--- src/rtl/count_arbiter.sv ---
// Round-robin arbiter sharing one tri-state up-counter between two clients.
// Each grant advances the counter STEPS counts, then reads Q back to the winner.
module count_arbiter #(
   parameter int WIDTH  = 16,
   parameter int STEPS  = 4,
   parameter int STEP_W = 8
) (
   input  logic             clk,
   input  logic             reset,
   input  logic [1:0]       req,
   output logic [1:0]       gnt,
   output logic [1:0]       done,
   output logic [WIDTH-1:0] rd_data,
   output logic             wrapped,
   output logic             cnt_n_cen,
   output logic             cnt_n_op_en,
   input  logic [WIDTH-1:0] cnt_q,
   input  logic             cnt_rel,
   output logic [1:0]       o_dbg_state
);

   // Handshake: a client holds req high; it owns the counter while gnt[i] is high,
   // and done[i] pulses for one cycle with rd_data/wrapped valid. req is only
   // sampled in IDLE, so dropping or changing it mid-transaction has no effect.
   typedef enum logic [1:0] {
      IDLE   = 2'd0,
      COUNT  = 2'd1,
      SETTLE = 2'd2,
      DONE   = 2'd3
   } state_t;

   state_t            r_state;
   state_t            w_next;
   logic [STEP_W-1:0] r_step;
   logic [STEP_W-1:0] w_step_nxt;
   logic              r_last;
   logic              w_last_nxt;
   logic [1:0]        r_gnt;
   logic [1:0]        w_gnt_nxt;
   logic [1:0]        r_done;
   logic [1:0]        w_done_nxt;
   logic [WIDTH-1:0]  r_rd_data;
   logic [WIDTH-1:0]  w_rd_nxt;
   logic              r_wrapped;
   logic              w_wrap_nxt;
   logic              r_n_cen;
   logic              w_n_cen_nxt;
   logic              r_n_op_en;
   logic              w_n_op_en_nxt;
   logic              w_start;
   logic              w_win;

   assign w_start = (r_state == IDLE) && (req != 2'b00);
   // On contention the client that was not granted last wins; r_last resets to 1 so client 0 goes first.
   assign w_win   = (req == 2'b11) ? ~r_last : req[1];

   always_ff @(posedge clk or negedge reset) begin
      if (!reset) begin
         r_state   <= IDLE;
         r_step    <= '0;
         r_last    <= 1'b1;
         r_gnt     <= 2'b00;
         r_done    <= 2'b00;
         r_rd_data <= '0;
         r_wrapped <= 1'b0;
         r_n_cen   <= 1'b1;
         r_n_op_en <= 1'b1;
      end else begin
         r_state   <= w_next;
         r_step    <= w_step_nxt;
         r_last    <= w_last_nxt;
         r_gnt     <= w_gnt_nxt;
         r_done    <= w_done_nxt;
         r_rd_data <= w_rd_nxt;
         r_wrapped <= w_wrap_nxt;
         r_n_cen   <= w_n_cen_nxt;
         r_n_op_en <= w_n_op_en_nxt;
      end
   end

   always_comb begin
      w_next = r_state;
      case (r_state)
         IDLE:    if (w_start) w_next = COUNT;
         COUNT:   if (r_step == STEP_W'(1)) w_next = SETTLE;
         SETTLE:  w_next = DONE;
         DONE:    w_next = IDLE;
         default: w_next = IDLE;
      endcase
   end

   // Outputs are decoded from the next state so every pin comes straight from a flop.
   always_comb begin
      w_step_nxt    = r_step;
      w_last_nxt    = r_last;
      w_gnt_nxt     = r_gnt;
      w_done_nxt    = 2'b00;
      w_rd_nxt      = r_rd_data;
      w_wrap_nxt    = r_wrapped;
      w_n_cen_nxt   = (w_next != COUNT);
      w_n_op_en_nxt = (w_next != SETTLE);
      case (r_state)
         IDLE: begin
            if (w_start) begin
               w_gnt_nxt  = w_win ? 2'b10 : 2'b01;
               w_last_nxt = w_win;
               w_step_nxt = STEP_W'(STEPS);
               w_wrap_nxt = 1'b0;
            end
         end
         COUNT: begin
            w_step_nxt = r_step - STEP_W'(1);
            if (cnt_rel) w_wrap_nxt = 1'b1;
         end
         SETTLE: begin
            w_rd_nxt   = cnt_q;
            w_done_nxt = r_gnt;
            if (cnt_rel) w_wrap_nxt = 1'b1;
         end
         DONE: begin
            w_gnt_nxt = 2'b00;
         end
         default: begin
            w_gnt_nxt = 2'b00;
         end
      endcase
   end

   assign gnt         = r_gnt;
   assign done        = r_done;
   assign rd_data     = r_rd_data;
   assign wrapped     = r_wrapped;
   assign cnt_n_cen   = r_n_cen;
   assign cnt_n_op_en = r_n_op_en;
   assign o_dbg_state = r_state;

endmodule

--- config.mk ---
export PLATFORM = sky130hd
export DESIGN_NAME = count_arbiter
export DESIGN_NICKNAME = d
export VERILOG_FILES = /design/src/rtl/count_arbiter.sv
export SDC_FILE = /design/constraint.sdc
export NUM_CORES = 1
export LEC_CHECK = 0
export ABC_AREA = 1
export CAP_MARGIN = 25
export CORE_ASPECT_RATIO = 1.1
export CORE_UTILIZATION = 42
export DETAILED_ROUTE_END_ITERATION = 8
export PLACE_DENSITY = 0.72
export SETUP_SLACK_MARGIN = 0.3
export SYNTH_ARGS = -nofsm -noshare
export SYNTH_HDL_FRONTEND = slang
export SYNTH_SLANG_ARGS = --single-unit
--- constraint.sdc ---
create_clock -name clk -period 1.6 [get_ports clk]
set_clock_uncertainty 0.15 [all_clocks]
set_input_delay 0.24 -clock clk [delete_from_list [all_inputs] [get_ports clk]]
set_output_delay 0.24 -clock clk [all_outputs]
set_load 0.01 [all_outputs]
==> run_results.csv, run 1 <==
group,metric,value,unit
timing,rsz0062_at_grt,"true",
floorplanning,start_util,43.7,%
critical_path,worstSetupPathType,"reg2reg",
yosys,synth_xor_area_share,0,%
yosys,synthAdderAreaFrac,4.74,%
final_layout,design_area,2470,µm²
global_routing,grt_pass1_vias,1430,
yosys,synthCells,193,
pwr,power_density,2140,nW/µm²
floorplanning,core_area,3630,µm²
yosys,synthDistinctLibCells,19,
floorplanning,die_w,60.5,µm
global_routing,antenna_found_initial,0,
clocking,cts-htree-levels,2,
outcome,status,"finished clean",
critical_path,arrival,1.57,ns
clocking,clockBufferDepth,2,
global_routing,grt_pass1_wl,6.07,mm
critical_path,cp_data_required_time,1.63,ns
timing,worst_slew_pin_slew,0.292,ns
yosys,syn_area,1580,µm²
final_layout,final_net_count,291,
clocking,clkSinkCount,34,
route,routed_via_density,4.90,
global_routing,grt_max_degree,35,
final_layout,antenna_cells,0,
route,wl,4.17,mm
timing,slew_headroom,80.5,%
yosys,synth_nets,220,
final_layout,drive_gt1_share,34.7,%
global_routing,overflow,0,
yosys,synth_top_family_by_area,"simple AND/OR/NAND/NOR gates",
timing,final_hold_viol_count,0,
route,num_vias,1542,
placement,place_ws,-0.0508,ns
yosys,ys_warn_count,0,
pwr,finalPower,5.30,mW
pwr,irDropWorstVdd,1.57,mV
yosys,yosys_register_bits,34,
final_layout,utilization,68.2,%
final_layout,area.growth.synth_to_final,56.2,%
floorplanning,dieArea,4020,µm²
yosys,yosys.area_share.simple,30.0,%
timing,post-route-period-util,96.4,%
timing,final-max-slew-violation-count,0,
yosys,muxShareOfSynthArea,0,%
timing,setup_slack,0.0577,ns
clocking,cts_tree,"built",
placement,io_buffers,45,
job,maxCapViolCount,0,
clocking,holdBufCountCts,0,
timing,tns,0,ns
route,wire_per_inst,13.2,µm
clocking,cts_root_buffer,"clkbuf_8",
clocking,clk_latency,0.28,ns
critical_path,path_max_fanout,6,
timing,max_clock_freq,648,MHz
placement,gp_congestion,0.813,
critical_path,end_kind,"register",
floorplanning,io_pins,46,
pwr,leakagePower,1.25,nW
yosys,synth_compound_area_share,4.19,%
min_path,worstHoldPathType,"in2async",
route,drt-initial-drc-count,55,
critical_path,ff2ff_path_depth,8,
critical_path,start_kind,"register",
timing,final.min_clock_period,1.54,ns
placement,hpwl,2.43,mm
floorplanning,num_rows,23,
timing,setup_viol,0,
yosys,ys_seq_area_share,54.0,%
placement,place_area,2150,µm²
floorplanning,die_h,66.4,µm
yosys,synth_area_per_cell,8.20,µm²
route,drtAntennaViolNets,0,
clocking,cts_buffers,5,
clocking,clk_pin_slew,0.07,ns
route,drt_pass1_iterations,4,
route,drc,0,
global_routing,grt_usage,20.6,%
critical path: stages, from the launching register on:
cell and delay [ns]:
dfrtp_2 0.42, buf_6 0.13, inv_6 0.06, ha_4 0.19, o21ai_4 0.12, nand2_4 0.13
nand4_1 0.11, nand2_1 0.09, nor2_1 0.04
per-layer routing:
metal | vias up | part of all wire, % | GRT usage (%)
li1 | 747 | - | -
met1 | 730 | 42 | 22.7
met2 | 55 | 51 | 35.7
met3 | 10 | 6.1 | 4.89
met4 | 0 | 1.6 | 11.1
met5 | - | 0 | 0
final cells by class:
| cell class | instances | area [µm²] |
|---|---|---|
| clock buffer | 7 | 86.3 |
| clock inverter | 1 | 5.00 |
| fill | 289 | 1150 |
| inverter | 22 | 100 |
| multi-input combinational | 134 | 756 |
| sequential | 34 | 857 |
| tap | 50 | 62.6 |
| timing repair buffer | 67 | 606 |
cell usage in the layout, fill, tap and decap left out, types with 2 or more instances in the layout:
master	n
nand2_2	10
inv_4	3
clkbuf_2	15
dfstp_2	3
inv_1	14
o21ai_2	2
o21ai_4	2
buf_4	14
nor2_2	3
nand2_1	73
inv_6	2
nand3_1	9
dfrtp_1	29
buf_12	3
buf_6	7
nand3_2	2
nand4_1	8
buf_2	2
o21ai_1	4
ha_1	2
inv_2	3
clkbuf_8	6
nor2_1	8
dfrtp_2	2
nand2_4	2
ha_4	3
a21oi_2	2
clkdlybuf4s50_1	20
clkdlybuf4s15_1	4
repair_timing:
action,CTS,global route
gates resized for setup,78,47
cloned,1,1
buffers inserted,11,5
endpoints found under the hold margin,0,0
pin swaps,9,6
endpoints found under the setup margin,58,52
sequential cells by signal, summed over array words and instances (netlist names):
signal,cells
cnt_n_cen,1
cnt_n_op_en,1
done,2
gnt,2
o_dbg_state,2
r_last,1
r_step,8
rd_data,16
wrapped,1
through the flow:
stage,hold slack (ns),cells
final,0.178,315
after global routing,0.199,315
after CTS,0.183,309
after detailed placement,0.308,289
after global placement,0.302,289
after floorplan,-0.206,193
final timing paths:
| path | startpoint | endpoint | slack [ns] |
|---|---|---|---|
| min in group clk | rd_data[1]$_DFFE_PN0N_ | rd_data[1]$_DFFE_PN0N_ | 0.32 |
| hold / removal | reset | rd_data[10]$_DFFE_PN0N_ | 0.18 |
| setup reg to reg | o_dbg_state[0]$_DFF_PN0_ | r_step[7]$_DFFE_PN0P_ | 0.06 |
| hold reg to reg | rd_data[1]$_DFFE_PN0N_ | rd_data[1]$_DFFE_PN0N_ | 0.32 |
| max in group asynchronous | reset | cnt_n_op_en$_DFF_PN1_ | 0.88 |
| setup / recovery | o_dbg_state[0]$_DFF_PN0_ | r_step[7]$_DFFE_PN0P_ | 0.06 |
power by group:
| group | leakage, nW | switching (mW) | internal (mW) |
|---|---|---|---|
| sequential | 0.405 | 0.284 | 1.30 |
| combinational | 0.799 | 1.69 | 1.39 |
| clock | 0.0482 | 0.291 | 0.347 |
synth_stat cells (all sizes together):
library cell	instances	area (µm²)
ha	6	75.1
dfstp	3	78.8
nand3	11	55.1
o22ai	2	12.5
inv	22	82.6
buf	4	28.8
a21oi	2	10.0
nand2	84	323
dfrtp	31	776
nor2	12	47.6
nand4	8	50.1
o21ai	8	43.8
kinds of logic after synthesis:
group,after synthesis
fa+ha+maj,6
simple gates,115
buf+inv,26
flops,34
compound gates,12
No activity file was read; power rests on OpenSTA's default activity.
==> run 2: changes to the inputs <==
- CORE_ASPECT_RATIO: 1.1 -> 1.4
- CTS_CLUSTER_DIAMETER: default -> 100
==> run 2 against run 1 <==
  * Clock-buffer cell count down 1
  * Via count down 4.2%
  * Sequential cell count unchanged
  * Highest routed layer unchanged
  * Sequential share of layout area up 1.1 points
  * Global-route usage down 0.24 points
  * Hold slack worse by 0.0044 ns
  * Non-clock buffer count down 3
  * Register-to-register slack better by 0.05 ns
  * Critical endpoint unchanged
  * Critical path depth down 1
  * First-iteration DRC count down 53%
  * Sequential power about the same
==> run_results.csv, run 2 (synthesized netlist as in run 1, its figures left out) <==
group,metric,value,unit
outcome,status,"finished clean",
timing,slew_headroom,77.7,%
pwr,irDropWorstVdd,1.20,mV
route,drt_pass1_iterations,4,
pwr,seqPwrFrac,30.2,%
pwr,p_sw_share,42.4,%
route,routed_via_density,4.86,
timing,worst_hold_slack,0.174,ns
timing,final.min_clock_period,1.49,ns
global_routing,antenna_found_initial,0,
clocking,clk_latency,0.28,ns
timing,max_clock_freq,670,MHz
placement,place_area,2140,µm²
final_layout,area.growth.synth_to_final,51.5,%
clocking,cts_buffers,5,
final_layout,drive_gt1_share,32.4,%
global_routing,grt_usage,20.4,%
floorplanning,die_w,53.9,µm
pwr,power_density,2170,nW/µm²
final_layout,final_common_cell,"nand2_1",
clocking,cts_tree,"built",
timing,post-route-period-util,93.3,%
route,drtAntennaViolNets,0,
pwr,intPower,2.99,mW
clocking,cts-htree-levels,2,
global_routing,grt_max_degree,35,
clocking,cts_root_buffer,"clkbuf_8",
pwr,pwr-share-comb,57.5,%
route,num_vias,1477,
global_routing,overflow,0,
floorplanning,num_rows,26,
route,drt-initial-drc-count,26,
route,wl,4.04,mm
pwr,pwr-share-clk,12.3,%
floorplanning,dieArea,4020,µm²
final_layout,final_net_count,288,
job,maxCapViolCount,0,
critical_path,arrival,1.52,ns
floorplanning,core_area,3610,µm²
placement,hpwl,2.64,mm
floorplanning,io_pins,46,
final_layout,largest_reg_flops,16,
clocking,clockBufferDepth,2,
critical_path,end_kind,"register",
critical_path,start_kind,"register",
placement,io_buffers,45,
timing,final_hold_viol_count,0,
final_layout,utilization,66.4,%
final_layout,multiInputGateArea,739,µm²
min_path,worstHoldPathType,"in2async",
final_layout,layout_common_cells,"nand2_1 (76), dfrtp_1 (29), clkdlybuf4s50_1 (20)",
floorplanning,start_util,43.8,%
placement,gp_congestion,0.852,
critical_path,path_max_fanout,6,
critical_path,cp_data_required_time,1.63,ns
final_layout,design_area,2400,µm²
pwr,p_sw,2.20,mW
timing,final-max-slew-violation-count,0,
timing,rsz0062_at_grt,"true",
final_layout,antenna_cells,0,
clocking,clk_pin_slew,0.07,ns
global_routing,grt_pass1_vias,1323,
route,drc,0,
timing,worst_slew_pin_slew,0.333,ns
route,wire_per_inst,13.3,µm
global_routing,grt_pass1_wl,5.75,mm
final_layout,nFillCells,296,
timing,setup_viol,0,
final_layout,regArea,857,µm²
pwr,leakagePower,1.23,nW
critical_path,worstSetupPathType,"reg2reg",
critical_path,startpoint,"o_dbg_state[0]$_DFF_PN0_",
critical_path,timing.rr.start,"o_dbg_state[0]$_DFF_PN0_",
floorplanning,die_h,74.6,µm
clocking,clkSinkCount,34,
## run 2: what timing repair did
item,in CTS,in global routing
setup buffers,11,3
gates resized for setup,77,48
hold endpoints to repair,0,0
pin swaps,3,10
hold buffers,0,0
setup endpoints to repair,58,57
gates cloned,1,0
## run 2: cell type report
class | instances | area share, %
Clock buffer | 6 | 3.44
Sequential cell | 34 | 35.8
Tap cell | 42 | 2.19
Timing Repair Buffer | 64 | 23.1
Multi-Input combinational cell | 134 | 30.8
Clock inverter | 2 | 0.522
Inverter | 22 | 4.18
## run 2: layer usage
layer | wire length (µm) | vias to the layer above | track usage, %
met1 | 1630 | 691 | 21.5
met5 | 0 | - | 0
met3 | 215 | 5 | 4.65
met2 | 2140 | 38 | 36.5
li1 | - | 743 | -
met4 | 54 | 0 | 10.5
## run 2: power by group through the flow
stage / clock network (mW) / logic (mW) / registers, mW
4_1_cts: 0.662 / 2.75 / 1.55
3_5_place_dp: 0 / 2.40 / 1.59
5_1_grt: 0.704 / 3.26 / 1.62
6_report: 0.640 / 2.99 / 1.57
2_1_floorplan: 0 / 1.35 / 1.70
3_3_place_gp: 0 / 2.36 / 1.58
## run 2: critical path, cell delays in order (launching register included)
cell,delay [ns]
dfrtp_2,0.44
inv_4,0.10
ha_4,0.21
o21ai_4,0.13
nand2_4,0.13
nand4_1,0.11
nand2_2,0.08
nor2_1,0.04
## run 2: final timing paths
| check | end | depth (start not counted) | slack (ns) |
|---|---|---|---|
| max | r_step[7]$_DFFE_PN0P_ | 7 | 0.11 |
| min | rd_data[5]$_DFFE_PN0N_ | 2 | 0.17 |
| max reg2reg | r_step[7]$_DFFE_PN0P_ | 7 | 0.11 |
| max in group asynchronous | r_last$_DFFE_PN1P_ | 2 | 0.87 |
| min reg2reg | r_last$_DFFE_PN1P_ | 2 | 0.32 |
| min in group clk | r_last$_DFFE_PN1P_ | 2 | 0.32 |
## run 2: per-stage QoR
stage / setup WS, ns / total power [mW] / std cells / setup TNS (ns)
2_1_floorplan: 0.111 / 3.04 / 193 / 0
3_3_place_gp: 0.0147 / 3.93 / 281 / 0
3_5_place_dp: -0.0152 / 3.99 / 281 / -0.0385
4_1_cts: 0.129 / 4.96 / 301 / 0
5_1_grt: 0.0557 / 5.59 / 304 / 0
6_report: 0.108 / 5.19 / 304 / 0
==> run 3: changes to the inputs <==
- CORE_UTILIZATION: 42 -> 40
- DONT_BUFFER_PORTS: default -> 1
- PLACE_DENSITY: 0.72 -> 0.53
==> run 3 against run 2 <==
  * Setup slack better by 0.031 ns
  * Combinational power shrank 28%
  * Non-clock buffer count is 33 lower
  * Wire length is 11% lower
  * Cell count is 11% lower
  * Die area grew 4.8%
  * Highest routed layer unchanged
  * Via count fell by 8.7%
  * First-iteration DRC count rose by 27%
  * Register-to-register slack improved by 0.03 ns
  * Design area shrank 11%
  * Core utilization is 8.9 points lower
  * Sequential share of layout area grew 4.5 points
==> run_results.csv, run 3 (synthesized netlist as in run 1, its figures left out) <==
group,metric,value,unit
critical_path,worstSetupPathType,"reg2reg",
timing,slew_headroom,78.9,%
timing,setup_viol,0,
global_routing,grt_pass1_wl,5.80,mm
global_routing,grt_usage,19.0,%
final_layout,final_net_count,255,
critical_path,path_cells,"inv_4, ha_4, nor2_4, inv_2, nand2_4, buf_4, o21ai_1",
critical_path,slowest_stage,"dfrtp_2",
critical_path,start_kind,"register",
route,drtAntennaViolNets,0,
floorplanning,dieArea,4220,µm²
critical_path,arrival,1.52,ns
floorplanning,core_area,3710,µm²
route,drt_pass1_iterations,4,
clocking,clkSinkCount,34,
final_layout,design_area,2130,µm²
global_routing,antenna_found_initial,0,
route,wire_per_inst,13.2,µm
clocking,cts-htree-levels,2,
final_layout,final_common_cell,"nand2_1",
floorplanning,die_w,55.2,µm
placement,place_ws,0.0765,ns
timing,worst_slew_pin_slew,0.315,ns
final_layout,drive_gt1_share,22.3,%
final_layout,layout_common_cells,"nand2_1 (82), dfrtp_1 (29), dlygate4sd3_1 (19)",
timing,setup_slack,0.139,ns
critical_path,path_max_fanout,6,
critical_path,timing.rr.start,"o_dbg_state[0]$_DFF_PN0_",
clocking,cts_buffers,5,
route,num_vias,1348,
min_path,worstHoldPathType,"in2reg",
critical_path,path_buf_inv,3,
clocking,cts_tree,"built",
critical_path,slowest_delay,0.46,ns
floorplanning,num_rows,26,
route,drt-initial-drc-count,33,
timing,final.min_clock_period,1.46,ns
final_layout,antenna_cells,0,
clocking,clk_pin_slew,0.07,ns
timing,final_hold_viol_count,0,
floorplanning,start_util,42.7,%
critical_path,critPathTopFamily,"flip-flops",
timing,final-max-slew-violation-count,0,
placement,place_area,1670,µm²
route,drc,0,
route,routed_via_density,4.97,
clocking,clockBufferDepth,2,
floorplanning,io_pins,46,
floorplanning,die_h,76.4,µm
pwr,irDropWorstVdd,1.28,mV
critical_path,cp_data_required_time,1.66,ns
final_layout,largest_reg_flops,16,
global_routing,grt_max_degree,35,
pwr,power_density,2110,nW/µm²
job,maxCapViolCount,0,
pwr,leakagePower,1.07,nW
placement,gp_congestion,0.890,
outcome,status,"finished clean",
global_routing,overflow,0,
critical_path,startpoint,"o_dbg_state[0]$_DFF_PN0_",
timing,tns,0,ns
clocking,cts_root_buffer,"clkbuf_8",
global_routing,grt_pass1_vias,1377,
critical_path,end_kind,"register",
timing,worst_hold_slack,0.0159,ns
placement,hpwl,2.21,mm
placement,io_buffers,0,
timing,post-route-period-util,91.3,%
route,wl,3.59,mm
clocking,clk_latency,0.28,ns
timing,max_clock_freq,684,MHz
timing,rsz0062_at_grt,"true",
min_path,hp-start,"req[0]",
final_layout,area.growth.synth_to_final,34.6,%
final_layout,nFillCells,322,
run 3: changes by cell type in the layout (fill, tap and decap cells not counted), sizes merged:
cell and delta:
clkbuf -19, buf -13, clkdlybuf4s50 -20, clkinvlp -1, dlygate4sd3 +19, clkinv +1
run 3: timing repair:
| action | 4_1_cts | 5_1_grt |
|---|---|---|
| gates resized for setup | 5 | 23 |
| hold buffers | 20 | 0 |
| endpoints found under the setup margin | 33 | 34 |
| buffers inserted | 4 | 3 |
| endpoints found under the hold margin | 53 | 0 |
| cloned | 1 | 0 |
| pin swaps | 8 | 7 |
run 3: layer usage:
layer | global-route usage (%) | wire length (µm)
met3 | 4.99 | 203
met1 | 20.6 | 1460
met2 | 31.6 | 1860
met5 | 0 | 0
met4 | 10.3 | 61
run 3: worst reg2reg max path, cell delays in order (launching register included):
cell and delay, ns:
dfrtp_2 0.46, inv_4 0.09, ha_4 0.18, nor2_4 0.06, inv_2 0.10, nand2_4 0.09, buf_4 0.15, o21ai_1 0.10
run 3: final cells by class:
cell class | instances | area [µm²] | area share (%)
multi-input cells | 134 | 729 | 34.2
clock inverters | 2 | 10.0 | 0.470
inverters | 22 | 92.6 | 4.35
clock buffers | 6 | 72.6 | 3.41
repair buffers | 31 | 317 | 14.9
flip-flops and latches | 34 | 857 | 40.2
well taps | 42 | 52.6 | 2.47
run 3: path summary, 6_finish.rpt:
check                      cells past startpoint                      end  slack (ns)
setup / recovery                               7    r_step[3]$_DFFE_PN0P_        0.14
hold / removal                                 3       r_last$_DFFE_PN1P_        0.02
setup reg to reg                               7    r_step[3]$_DFFE_PN0P_        0.14
hold reg to reg                                2       r_last$_DFFE_PN1P_        0.32
max in group asynchronous                      2       r_last$_DFFE_PN1P_        0.78
min in group asynchronous                      2  rd_data[13]$_DFFE_PN0N_        0.28
run 3: stage by stage:
stage	power (mW)	util (%)	instances
final	4.50	57.5	271
after floorplan	3.04	-	193
after detailed placement	3.36	45.1	235
after CTS	4.21	54.5	268
after global routing	4.96	57.5	271
after global placement	3.31	45.1	235
run 3: where the power goes:
part           switching [mW]  leakage [nW]  internal [mW]
clock                   0.299        0.0450          0.301
combinational            1.26         0.621          0.901
sequential              0.442         0.405           1.30
